**config.mk**
```make
export PLATFORM = sky130hd
export DESIGN_NAME = axi_sub_rr_arb_flat
export DESIGN_NICKNAME = d
export VERILOG_FILES = /design/src/rtl/axi_sub_rr_arb_if.sv /design/src/rtl/axi_sub_rr_arb.sv /design/src/flat_wrapper.sv
export SDC_FILE = /design/constraint.sdc
export NUM_CORES = 1
export LEC_CHECK = 0
export BUFFER_PORTS_ARGS = -buffer_cell sky130_fd_sc_hd__buf_2
export CORE_AREA = 2 2 242 244
export CTS_BUF_LIST = sky130_fd_sc_hd__clkbuf_4 sky130_fd_sc_hd__clkbuf_8 sky130_fd_sc_hd__clkbuf_16
export DETAILED_ROUTE_END_ITERATION = 10
export DIE_AREA = 0 0 244 246
export GPL_TIMING_DRIVEN = 1
export HOLD_SLACK_MARGIN = 0.12
export PLACE_DENSITY = 0.3
export SLEW_MARGIN = 20
export SYNTH_ARGS = -nofsm -noshare
export SYNTH_HDL_FRONTEND = slang
export SYNTH_SLANG_ARGS = --single-unit
```
**constraint.sdc**
```tcl
create_clock -name clk -period 4.15 [get_ports clk]
set_input_delay 0.2075 -clock clk [delete_from_list [all_inputs] [get_ports clk]]
set_output_delay 0.2075 -clock clk [all_outputs]
set_load 0.01 [all_outputs]
```
**src/rtl/axi_sub_rr_arb_if.sv**
```systemverilog
// Bundle of the requester-side and component-side signals around axi_sub_rr_arb.
// The arbiter takes the slave view; a driver or bench takes the master view.
interface axi_sub_rr_arb_if #(
  parameter int unsigned N  = 4,
  parameter int unsigned AW = 32,
  parameter int unsigned DW = 32,
  parameter int unsigned UW = 32,
  parameter int unsigned IW = 1
);
  localparam int unsigned BC = DW / 8;

  logic [N-1:0]    req_dv;
  logic [N-1:0]    req_write;
  logic [N*AW-1:0] req_addr;
  logic [N*UW-1:0] req_user;
  logic [N*IW-1:0] req_id;
  logic [N*DW-1:0] req_wdata;
  logic [N*BC-1:0] req_wstrb;
  logic [N*3-1:0]  req_size;
  logic [N-1:0]    req_last;
  logic [N-1:0]    req_hld;
  logic [N-1:0]    req_err;
  logic [N-1:0]    req_rvalid;
  logic [DW-1:0]   req_rdata;

  logic            dv;
  logic            write;
  logic [AW-1:0]   addr;
  logic [UW-1:0]   user;
  logic [IW-1:0]   id;
  logic [DW-1:0]   wdata;
  logic [BC-1:0]   wstrb;
  logic [2:0]      size;
  logic            last;
  logic            hld;
  logic            rd_err;
  logic            wr_err;
  logic [DW-1:0]   rdata;

  modport slave (
    input  req_dv, req_write, req_addr, req_user, req_id, req_wdata, req_wstrb, req_size,
    input  req_last, hld, rd_err, wr_err, rdata,
    output req_hld, req_err, req_rvalid, req_rdata,
    output dv, write, addr, user, id, wdata, wstrb, size, last
  );

  modport master (
    output req_dv, req_write, req_addr, req_user, req_id, req_wdata, req_wstrb, req_size,
    output req_last, hld, rd_err, wr_err, rdata,
    input  req_hld, req_err, req_rvalid, req_rdata,
    input  dv, write, addr, user, id, wdata, wstrb, size, last
  );
endinterface

```
**src/rtl/axi_sub_rr_arb.sv**
```systemverilog
// Round-robin arbiter sharing one register/SRAM component port between N AXI requesters.
// Grants lock for a whole burst; read returns follow a C_LAT-deep owner pipeline.
module axi_sub_rr_arb #(
  parameter int unsigned N     = 4,
  parameter int unsigned NW    = $clog2(N),
  parameter int unsigned AW    = 32,
  parameter int unsigned DW    = 32,
  parameter int unsigned BC    = DW / 8,
  parameter int unsigned UW    = 32,
  parameter int unsigned IW    = 1,
  parameter int unsigned C_LAT = 1
) (
  input logic             clk,
  input logic             rst_n,
  axi_sub_rr_arb_if.slave bus
);
  logic [NW-1:0] ptr_q, ptr_d, gnt_q, gnt_d;
  logic [NW-1:0] scan_win, winner, rv_own;
  logic [NW:0]   idx;
  logic          lock_q, lock_d, found, accept, rv_vld;

  // First requester at or after ptr_q, wrapping modulo N.
  always_comb begin
    scan_win = '0;
    found    = 1'b0;
    idx      = '0;
    for (int k = 0; k < N; k++) begin
      idx = {1'b0, ptr_q} + (NW+1)'(k);
      if (idx >= (NW+1)'(N)) idx = idx - (NW+1)'(N);
      if (!found && bus.req_dv[idx[NW-1:0]]) begin
        found    = 1'b1;
        scan_win = idx[NW-1:0];
      end
    end
  end

  assign winner = lock_q ? gnt_q : scan_win;

  assign bus.dv    = bus.req_dv[winner];
  assign bus.write = bus.req_write[winner];
  assign bus.addr  = bus.req_addr[winner*AW +: AW];
  assign bus.user  = bus.req_user[winner*UW +: UW];
  assign bus.id    = bus.req_id[winner*IW +: IW];
  assign bus.wdata = bus.req_wdata[winner*DW +: DW];
  assign bus.wstrb = bus.req_wstrb[winner*BC +: BC];
  assign bus.size  = bus.req_size[winner*3 +: 3];
  assign bus.last  = bus.req_last[winner];

  assign accept        = bus.dv && !bus.hld;
  assign bus.req_rdata = bus.rdata;

  always_comb begin
    bus.req_hld = '1;
    for (int i = 0; i < N; i++) begin
      bus.req_hld[i] = bus.hld || (NW'(i) != winner) || !bus.req_dv[i];
    end
  end

  always_comb begin
    lock_d = lock_q;
    gnt_d  = gnt_q;
    ptr_d  = ptr_q;
    if (accept && bus.last) begin
      lock_d = 1'b0;
      ptr_d  = (winner == NW'(N - 1)) ? '0 : winner + NW'(1);
    end else if (bus.dv && (bus.hld || !bus.last)) begin
      lock_d = 1'b1;
      gnt_d  = winner;
    end
  end

  always_ff @(posedge clk or negedge rst_n) begin
    if (!rst_n) begin
      ptr_q  <= '0;
      gnt_q  <= '0;
      lock_q <= 1'b0;
    end else begin
      ptr_q  <= ptr_d;
      gnt_q  <= gnt_d;
      lock_q <= lock_d;
    end
  end

  if (C_LAT == 0) begin : g_lat0
    assign rv_vld = accept && !bus.write;
    assign rv_own = winner;
  end else begin : g_pipe
    logic [C_LAT-1:0] vld_q;
    logic [NW-1:0]    own_q [C_LAT];

    // Shifts regardless of hld: accepted reads are already committed in the component.
    always_ff @(posedge clk or negedge rst_n) begin
      if (!rst_n) begin
        vld_q <= '0;
        for (int s = 0; s < C_LAT; s++) own_q[s] <= '0;
      end else begin
        vld_q[0] <= accept && !bus.write;
        own_q[0] <= winner;
        for (int s = 1; s < C_LAT; s++) begin
          vld_q[s] <= vld_q[s-1];
          own_q[s] <= own_q[s-1];
        end
      end
    end

    assign rv_vld = vld_q[C_LAT-1];
    assign rv_own = own_q[C_LAT-1];
  end

  always_comb begin
    bus.req_err    = '0;
    bus.req_rvalid = '0;
    if (accept && bus.write) bus.req_err[winner] = bus.wr_err;
    if (rv_vld) begin
      bus.req_rvalid[rv_own] = 1'b1;
      bus.req_err[rv_own]    = bus.req_err[rv_own] | bus.rd_err;
    end
  end

  a_one_grant: assert property (@(posedge clk) disable iff (!rst_n)
    $onehot0(bus.req_dv & ~bus.req_hld));
  a_rvalid_onehot: assert property (@(posedge clk) disable iff (!rst_n)
    $onehot0(bus.req_rvalid));
  a_gnt_range: assert property (@(posedge clk) disable iff (!rst_n)
    {1'b0, gnt_q} < (NW+1)'(N));
endmodule

```
**src/flat_wrapper.sv**
```systemverilog
// flat-port wrapper written by rule: the top's interface ports become plain ports
module axi_sub_rr_arb_flat 
#(
  parameter int unsigned N     = 4,
  parameter int unsigned NW    = $clog2(N),
  parameter int unsigned AW    = 32,
  parameter int unsigned DW    = 32,
  parameter int unsigned BC    = DW / 8,
  parameter int unsigned UW    = 32,
  parameter int unsigned IW    = 1,
  parameter int unsigned C_LAT = 1
)
  (clk, rst_n, bus_req_dv, bus_req_write, bus_req_addr, bus_req_user, bus_req_id, bus_req_wdata, bus_req_wstrb, bus_req_size, bus_req_last, bus_hld, bus_rd_err, bus_wr_err, bus_rdata, bus_req_hld, bus_req_err, bus_req_rvalid, bus_req_rdata, bus_dv, bus_write, bus_addr, bus_user, bus_id, bus_wdata, bus_wstrb, bus_size, bus_last);
  axi_sub_rr_arb_if #(.N(N), .AW(AW), .DW(DW), .UW(UW), .IW(IW)) bus_i ();
  input logic clk;
  input logic rst_n;
  input wire logic [$bits(bus_i.req_dv)-1:0] bus_req_dv;
  input wire logic [$bits(bus_i.req_write)-1:0] bus_req_write;
  input wire logic [$bits(bus_i.req_addr)-1:0] bus_req_addr;
  input wire logic [$bits(bus_i.req_user)-1:0] bus_req_user;
  input wire logic [$bits(bus_i.req_id)-1:0] bus_req_id;
  input wire logic [$bits(bus_i.req_wdata)-1:0] bus_req_wdata;
  input wire logic [$bits(bus_i.req_wstrb)-1:0] bus_req_wstrb;
  input wire logic [$bits(bus_i.req_size)-1:0] bus_req_size;
  input wire logic [$bits(bus_i.req_last)-1:0] bus_req_last;
  input wire logic [$bits(bus_i.hld)-1:0] bus_hld;
  input wire logic [$bits(bus_i.rd_err)-1:0] bus_rd_err;
  input wire logic [$bits(bus_i.wr_err)-1:0] bus_wr_err;
  input wire logic [$bits(bus_i.rdata)-1:0] bus_rdata;
  output wire logic [$bits(bus_i.req_hld)-1:0] bus_req_hld;
  output wire logic [$bits(bus_i.req_err)-1:0] bus_req_err;
  output wire logic [$bits(bus_i.req_rvalid)-1:0] bus_req_rvalid;
  output wire logic [$bits(bus_i.req_rdata)-1:0] bus_req_rdata;
  output wire logic [$bits(bus_i.dv)-1:0] bus_dv;
  output wire logic [$bits(bus_i.write)-1:0] bus_write;
  output wire logic [$bits(bus_i.addr)-1:0] bus_addr;
  output wire logic [$bits(bus_i.user)-1:0] bus_user;
  output wire logic [$bits(bus_i.id)-1:0] bus_id;
  output wire logic [$bits(bus_i.wdata)-1:0] bus_wdata;
  output wire logic [$bits(bus_i.wstrb)-1:0] bus_wstrb;
  output wire logic [$bits(bus_i.size)-1:0] bus_size;
  output wire logic [$bits(bus_i.last)-1:0] bus_last;
  assign bus_i.req_dv = bus_req_dv;
  assign bus_i.req_write = bus_req_write;
  assign bus_i.req_addr = bus_req_addr;
  assign bus_i.req_user = bus_req_user;
  assign bus_i.req_id = bus_req_id;
  assign bus_i.req_wdata = bus_req_wdata;
  assign bus_i.req_wstrb = bus_req_wstrb;
  assign bus_i.req_size = bus_req_size;
  assign bus_i.req_last = bus_req_last;
  assign bus_i.hld = bus_hld;
  assign bus_i.rd_err = bus_rd_err;
  assign bus_i.wr_err = bus_wr_err;
  assign bus_i.rdata = bus_rdata;
  assign bus_req_hld = bus_i.req_hld;
  assign bus_req_err = bus_i.req_err;
  assign bus_req_rvalid = bus_i.req_rvalid;
  assign bus_req_rdata = bus_i.req_rdata;
  assign bus_dv = bus_i.dv;
  assign bus_write = bus_i.write;
  assign bus_addr = bus_i.addr;
  assign bus_user = bus_i.user;
  assign bus_id = bus_i.id;
  assign bus_wdata = bus_i.wdata;
  assign bus_wstrb = bus_i.wstrb;
  assign bus_size = bus_i.size;
  assign bus_last = bus_i.last;
  axi_sub_rr_arb #(.N(N), .NW(NW), .AW(AW), .DW(DW), .BC(BC), .UW(UW), .IW(IW), .C_LAT(C_LAT)) u_core (.clk(clk), .rst_n(rst_n), .bus(bus_i));
endmodule
```
Word-level counts from Yosys, hierarchy flattened
Cells that the tools add are included.
Widths: inputs -> output; s select.
{"block": "totals", "ff_bits": 8, "inputBits": 465, "out_inout_bits": 151, "elab_cells": 110}
{"block": "classes", "add_sub_neg": 8, "mul": 1, "magnitude_cmp": 12, "eq_ne": 4, "shift": 6, "n_mux": 39, "bitwise": 3, "n_reduce_logical": 32}
{"operator": "$shiftx 128x8->32", "n": 3}
{"operator": "$mux 2", "n": 10}
{"operator": "$lt 2x3->1 const B", "n": 6}
{"operator": "$bmux 1 s2", "n": 8}
{"operator": "$shiftx 16x5->4", "n": 1}
{"operator": "$mux 1", "n": 15}
{"operator": "$mux 4", "n": 3}
{"operator": "$shiftx 12x5->3", "n": 1}
{"operator": "$logic_and 1x1->1", "n": 10}
{"operator": "$logic_not 1->1", "n": 10}
{"operator": "$ge 3x3->1 const B", "n": 3}
{"operator": "$logic_or 1x1->1", "n": 9}
{"operator": "$sub 2x1->2 const B", "n": 4}
{"operator": "$add 2x2->3 const B", "n": 2}
{"operator": "$and 4x4->4", "n": 1}
{"operator": "$bwmux 4", "n": 1}
{"operator": "$demux 1 s2", "n": 2}
{"operator": "$ge 2x1->1 const B", "n": 2}
{"operator": "$mul 2x2->4 const B", "n": 1}
{"operator": "$ne 2x2->1 const A", "n": 2}
{"operator": "$reduce_bool 2->1", "n": 2}
{"operator": "$shiftx 4x3->1", "n": 1}
{"operator": "$add 2x1->3 const B", "n": 1}
{"operator": "$ge 2x3->1 const B", "n": 1}
{"operator": "other kinds (6)", "n": 6}

Longest topological paths before layout
{"block": "depth", "depth_word": 26, "depth_mapped": 9, "mapped_depth_nobuf": 8}

Least setup slack after synthesis
OpenSTA, ideal clock, no wires.
{"block": "synth_path", "kind": "register -> output", "startpoint": "register u_core.ptr_q[1]", "endpoint": "output port bus_req_err[3]", "t_arrival_ns": 2.072, "t_required_ns": 3.943, "slack_ns": 1.871, "stages_incl_launch_ff": 9, "path_buffers": 2, "path_cell_list": "dfrtp_1 -> mux2i_1 -> o22ai_1 -> o31ai_4 -> buf_2 -> buf_1 -> ha_1 -> nand2_1 -> o22ai_1"}
{"block": "synth_via", "elab_chain_cells": 26, "word_cells_on_any_way": 55, "cone_classes": "add/sub (7); order compare (6); mux (31); bitwise (2); reduce/logical (9)"}
{"item": "from (decl)", "line_no": "axi_sub_rr_arb.sv:17", "text": "logic [NW-1:0] ptr_q, ptr_d, gnt_q, gnt_d;"}
{"item": "from (signal assigned)", "line_no": "axi_sub_rr_arb.sv:78", "text": "ptr_q <= ptr_d;"}
{"item": "branches (longest 13 deep; another with $add 2x1->3)"}
{"item": "$mux 2 (*)", "line_no": "axi_sub_rr_arb.sv:30", "text": "if (!found && bus.req_dv[idx[NW-1:0]]) begin"}
{"item": "$mux 2 (*)", "line_no": "axi_sub_rr_arb.sv:37", "text": "assign winner = lock_q ? gnt_q : scan_win;"}
{"item": "via u_core.winner[0]", "line_no": "axi_sub_rr_arb.sv:18", "text": "logic [NW-1:0] scan_win, winner, rv_own;"}
{"item": "$lt 2x3->1 (not written as such) or $ge 2x1->1 (tied branches)", "line_no": "axi_sub_rr_arb.sv:113", "text": "if (accept && bus.write) bus.req_err[winner] = bus.wr_err;"}
{"item": "$logic_and 1x1->1 (not written as such)", "line_no": "axi_sub_rr_arb.sv:113"}
{"item": "$mux 1 (not written as such)", "line_no": "axi_sub_rr_arb.sv:113"}
{"item": "$demux 1 s2"}
{"item": "$and 4x4->4 (no source line)"}
{"item": "$mux 4 (*)", "line_no": "axi_sub_rr_arb.sv:113"}
{"item": "$bmux 1 s2", "line_no": "axi_sub_rr_arb.sv:116", "text": "bus.req_err[rv_own] = bus.req_err[rv_own] | bus.rd_err;"}
{"item": "$mux 1 (not written as such)", "line_no": "axi_sub_rr_arb.sv:116"}
{"item": "$or 1x1->1", "line_no": "axi_sub_rr_arb.sv:116"}
{"item": "$bwmux 4", "line_no": "axi_sub_rr_arb.sv:116"}
{"item": "$mux 4 (*)", "line_no": "axi_sub_rr_arb.sv:114", "text": "if (rv_vld) begin"}
{"item": "to (decl)", "line_no": "flat_wrapper.sv:31", "text": "output wire logic [$bits(bus_i.req_err)-1:0] bus_req_err;"}
Mark *: on every way through the listed nets, which the timed path passes. The select of a mux whose other input is x is not followed.

Worst setup path in the final report
{"block": "layout_path", "startpoint": "register u_core.ptr_q[1]", "endpoint": "output port bus_req_err[2]"}
{"block": "layout_via", "elab_chain_cells": 26, "word_cells_on_any_way": 55, "cone_classes": "add/sub (7); order compare (6); mux (31); bitwise (2); reduce/logical (9)"}
{"item": "branches (longest 13 deep; another with $add 2x1->3)"}
{"item": "$mux 2 (*)", "line_no": "axi_sub_rr_arb.sv:30"}
{"item": "$mux 2 (*)", "line_no": "axi_sub_rr_arb.sv:37"}
{"item": "$lt 2x3->1 (not written as such) or $ge 2x1->1 (tied branches)", "line_no": "axi_sub_rr_arb.sv:113"}
{"item": "$logic_and 1x1->1 (not written as such)", "line_no": "axi_sub_rr_arb.sv:113"}
{"item": "$mux 1 (not written as such)", "line_no": "axi_sub_rr_arb.sv:113"}
{"item": "$demux 1 s2"}
{"item": "$and 4x4->4 (no source line)"}
{"item": "$mux 4 (*)", "line_no": "axi_sub_rr_arb.sv:113"}
{"item": "$bmux 1 s2", "line_no": "axi_sub_rr_arb.sv:116"}
{"item": "$mux 1 (not written as such)", "line_no": "axi_sub_rr_arb.sv:116"}
{"item": "$or 1x1->1", "line_no": "axi_sub_rr_arb.sv:116"}
{"item": "$bwmux 4", "line_no": "axi_sub_rr_arb.sv:116"}
{"item": "$mux 4 (*)", "line_no": "axi_sub_rr_arb.sv:114"}
Mark *: on every way between the ends. The select of a mux whose other input is x is not followed.

==> run metrics <==
outcome=completed; Initial Utilization=0.07017; VDD IR max=0.4934 mV; via count=7367; final hold vios=0; most common cell after layout, fill and taps aside=buf_2; CP max stage cell=dfrtp_1; power per cell area=752.0 nW/um2; Area Overhead vs Synth=86.10%; vias in the first global route=7336; Vias/cell=3.617; cell family with most CP delay=compound AO/OA/AOI/OAI gates; syn_nets=1268; largest net degree at the start of global routing=115; share of cells above drive strength 1=0.4558; met3 usage=0.02625; Critical Path RT=3.94 ns; Longest Clk Path Bufs=2; critical path class=register to primary output; count of input and output buffers=551; M1 GR Usage=0.1027; Critical Path, Cell by Cell=nand2_1 -> nor3b_1 -> o221a_4 -> clkinv_2 -> buf_4 -> a22oi_2 -> nand3_1 -> o22ai_1 -> buf_2; grt met2 use=0.1744; Setup Viol. Count Final=0; # clock sinks=8; final WL=31610 um; first-pass GRT wire length=44260 um; cells after synthesis=799; initial antenna violation count=16; Netlist Area Pre-Place=4025 um2; WL/cell=15.52 um; # rows=88; CP max FO=23; ratio of final minimum period to clock period=0.7263; Cell variety after synth=28; IO Pins=616; Max Slew Vio Count=0; Fin Setup TNS=0 ns; Chip Height=246 um; die width=244 um; sequential-to-total area share from yosys stat=0.04974; Final Wtd Congestion=0.8943; post-detailed-route count of antenna-violating nets=0; most frequent cells in the layout=buf_2, nand2_1, and3_1, a31oi_1, buf_4; first-iteration detailed-routing DRC count=268; post-detail-place hpwl=26530 um; final core utilization=0.1306; clock slew at reported path FFs=0.04 ns; Syn. warnings=0; DRC Markers=0; CP bufs+invs=3; Largest stage delay, worst path=0.42 ns; slew margin rel.=0.5249; CP arrival=2.81 ns; DIE AREA=60020 um2; max-cap violation count=0; Leak=0.004146 uW; grt peak-use layer=met2; Worst Setup End Kind=primary output; Worst Max-Slew Pin Slew=0.7126 ns; Remaining Overflow, GRT=0; CTS-repair resized insts=0; clk_lat worst skew=0.23 ns; startpoint types=register; first-pass iteration count of the detailed router=4; RSZ-0062 raised after global routing=no; FF+latch count, synth=8; CTS Hold Bufs=1; Clock Root Buffer=clkbuf_16; CTS tree=yes; syn_area_per_cell=5.038 um2; minimum clock period after layout=3.014 ns; f_max=0.3318 GHz; Total Routing Usage GR=0.09634; post-CTS setup buffers=0; CTS H-tree lvls=1; Worst Hold Class=primary input to register; clk_skew=0.005063 ns; core area=57370 um2; nets=1739; cts bufs inserted=3
==> metal layers <==
metal,routed length (um),vias to the layer above
li1,-,3599
met1,11560,3274
met2,15440,404
met3,2759,70
met4,1719,20
met5,126,-
==> power breakdown <==
part | internal (uW) | switching [uW]
clock network | 124 | 37.3
registers | 117 | 34.6
logic | 1990 | 3330
==> state kept, by name, indices dropped and copies added (netlist names) <==
name	count
u_core.g_pipe.own_q	2
u_core.gnt_q	2
u_core.ptr_q	2
u_core.g_pipe.vld_q	1
u_core.lock_q	1
==> stage by stage <==
step	cells	area (um2)	setup WS [ns]	total power, uW	hold slack (ns)
6_report	2037	7491	1.136	5633	0.1533
5_1_grt	2036	7488	0.9183	6259	0.1645
4_1_cts	2033	7481	1.020	5759	0.1498
3_5_place_dp	2029	7396	1.272	5572	0.07073
3_3_place_gp	2029	7396	1.275	5640	0.07406
2_1_floorplan	799	4025	1.871	3364	-0.08809
==> cell type report <==
class                   instances  area, um2
flip-flops and latches          8      200.2
well taps                     765      957.2
diodes                          4      10.01
fillers                      6858      49870
multi-input cells             684       3289
inverters                       6      28.78
repair buffers                567       2930
clock buffers                   3      75.07
==> path summary, 6_finish.rpt <==
kind	startpoint	end	slack, ns	cells after the start
worst max-delay path	u_core.ptr_q[1]$_DFFE_PN0P_	bus_req_err[2]	1.14	9
worst min-delay path	bus_hld	u_core.g_pipe.vld_q$_DFF_PN0_	0.15	2
worst max register to register	u_core.ptr_q[1]$_DFFE_PN0P_	u_core.gnt_q[0]$_DFFE_PN0P_	1.42	8
worst min register to register	u_core.gnt_q[0]$_DFFE_PN0P_	u_core.gnt_q[0]$_DFFE_PN0P_	0.50	1
max in group asynchronous	rst_n	u_core.g_pipe.vld_q$_DFF_PN0_	3.60	2
min in group asynchronous	rst_n	u_core.ptr_q[0]$_DFFE_PN0P_	0.36	2
==> Yosys cell counts <==
| master | instances | area, um2 |
|---|---|---|
| nand2_1 | 428 | 1607 |
| a31oi_1 | 104 | 650.6 |
| and3_1 | 104 | 650.6 |
| clkbuf_1 | 46 | 172.7 |
| buf_4 | 33 | 247.7 |
| buf_2 | 13 | 65.06 |
| buf_1 | 9 | 33.78 |
| dfrtp_1 | 8 | 200.2 |
| nor2_1 | 7 | 26.28 |
| nand3_1 | 6 | 30.03 |
| mux2i_1 | 5 | 50.05 |
| o22ai_1 | 5 | 31.28 |
| a21oi_1 | 4 | 20.02 |
| ha_1 | 4 | 50.05 |
| inv_1 | 4 | 15.01 |
| a22oi_2 | 2 | 25.02 |
| mux2_1 | 2 | 22.52 |
| mux2_2 | 2 | 22.52 |
| nand2b_1 | 2 | 12.51 |
| nor3b_1 | 2 | 15.01 |
| o21ai_0 | 2 | 10.01 |
| a21boi_2 | 1 | 11.26 |
| clkinv_1 | 1 | 3.750 |
| inv_4 | 1 | 6.260 |
| nor2b_1 | 1 | 6.260 |
| o21a_1 | 1 | 7.510 |
| o221a_2 | 1 | 11.26 |
| o31ai_4 | 1 | 21.27 |
==> cell families after synthesis <==
kind of cell,after synthesis,synth area share
and+or+nand+nor,550,0.5832
AOI/OAI and AO/OA,121,0.1958
adders and majority gates,4,0.01243
muxes,9,0.02362
buffers and inverters,107,0.1352
DFF,8,0.04974
==> worst register-to-register path, stage by stage, from the launching register on <==
cell	delay [ns]
dfrtp_1	0.42
nand2_1	0.10
nor3b_1	0.24
o221a_4	0.38
clkinv_2	0.25
buf_4	0.30
a22oi_2	0.32
a21boi_2	0.26
mux2_1	0.34
(Power assumes the default switching activity.)
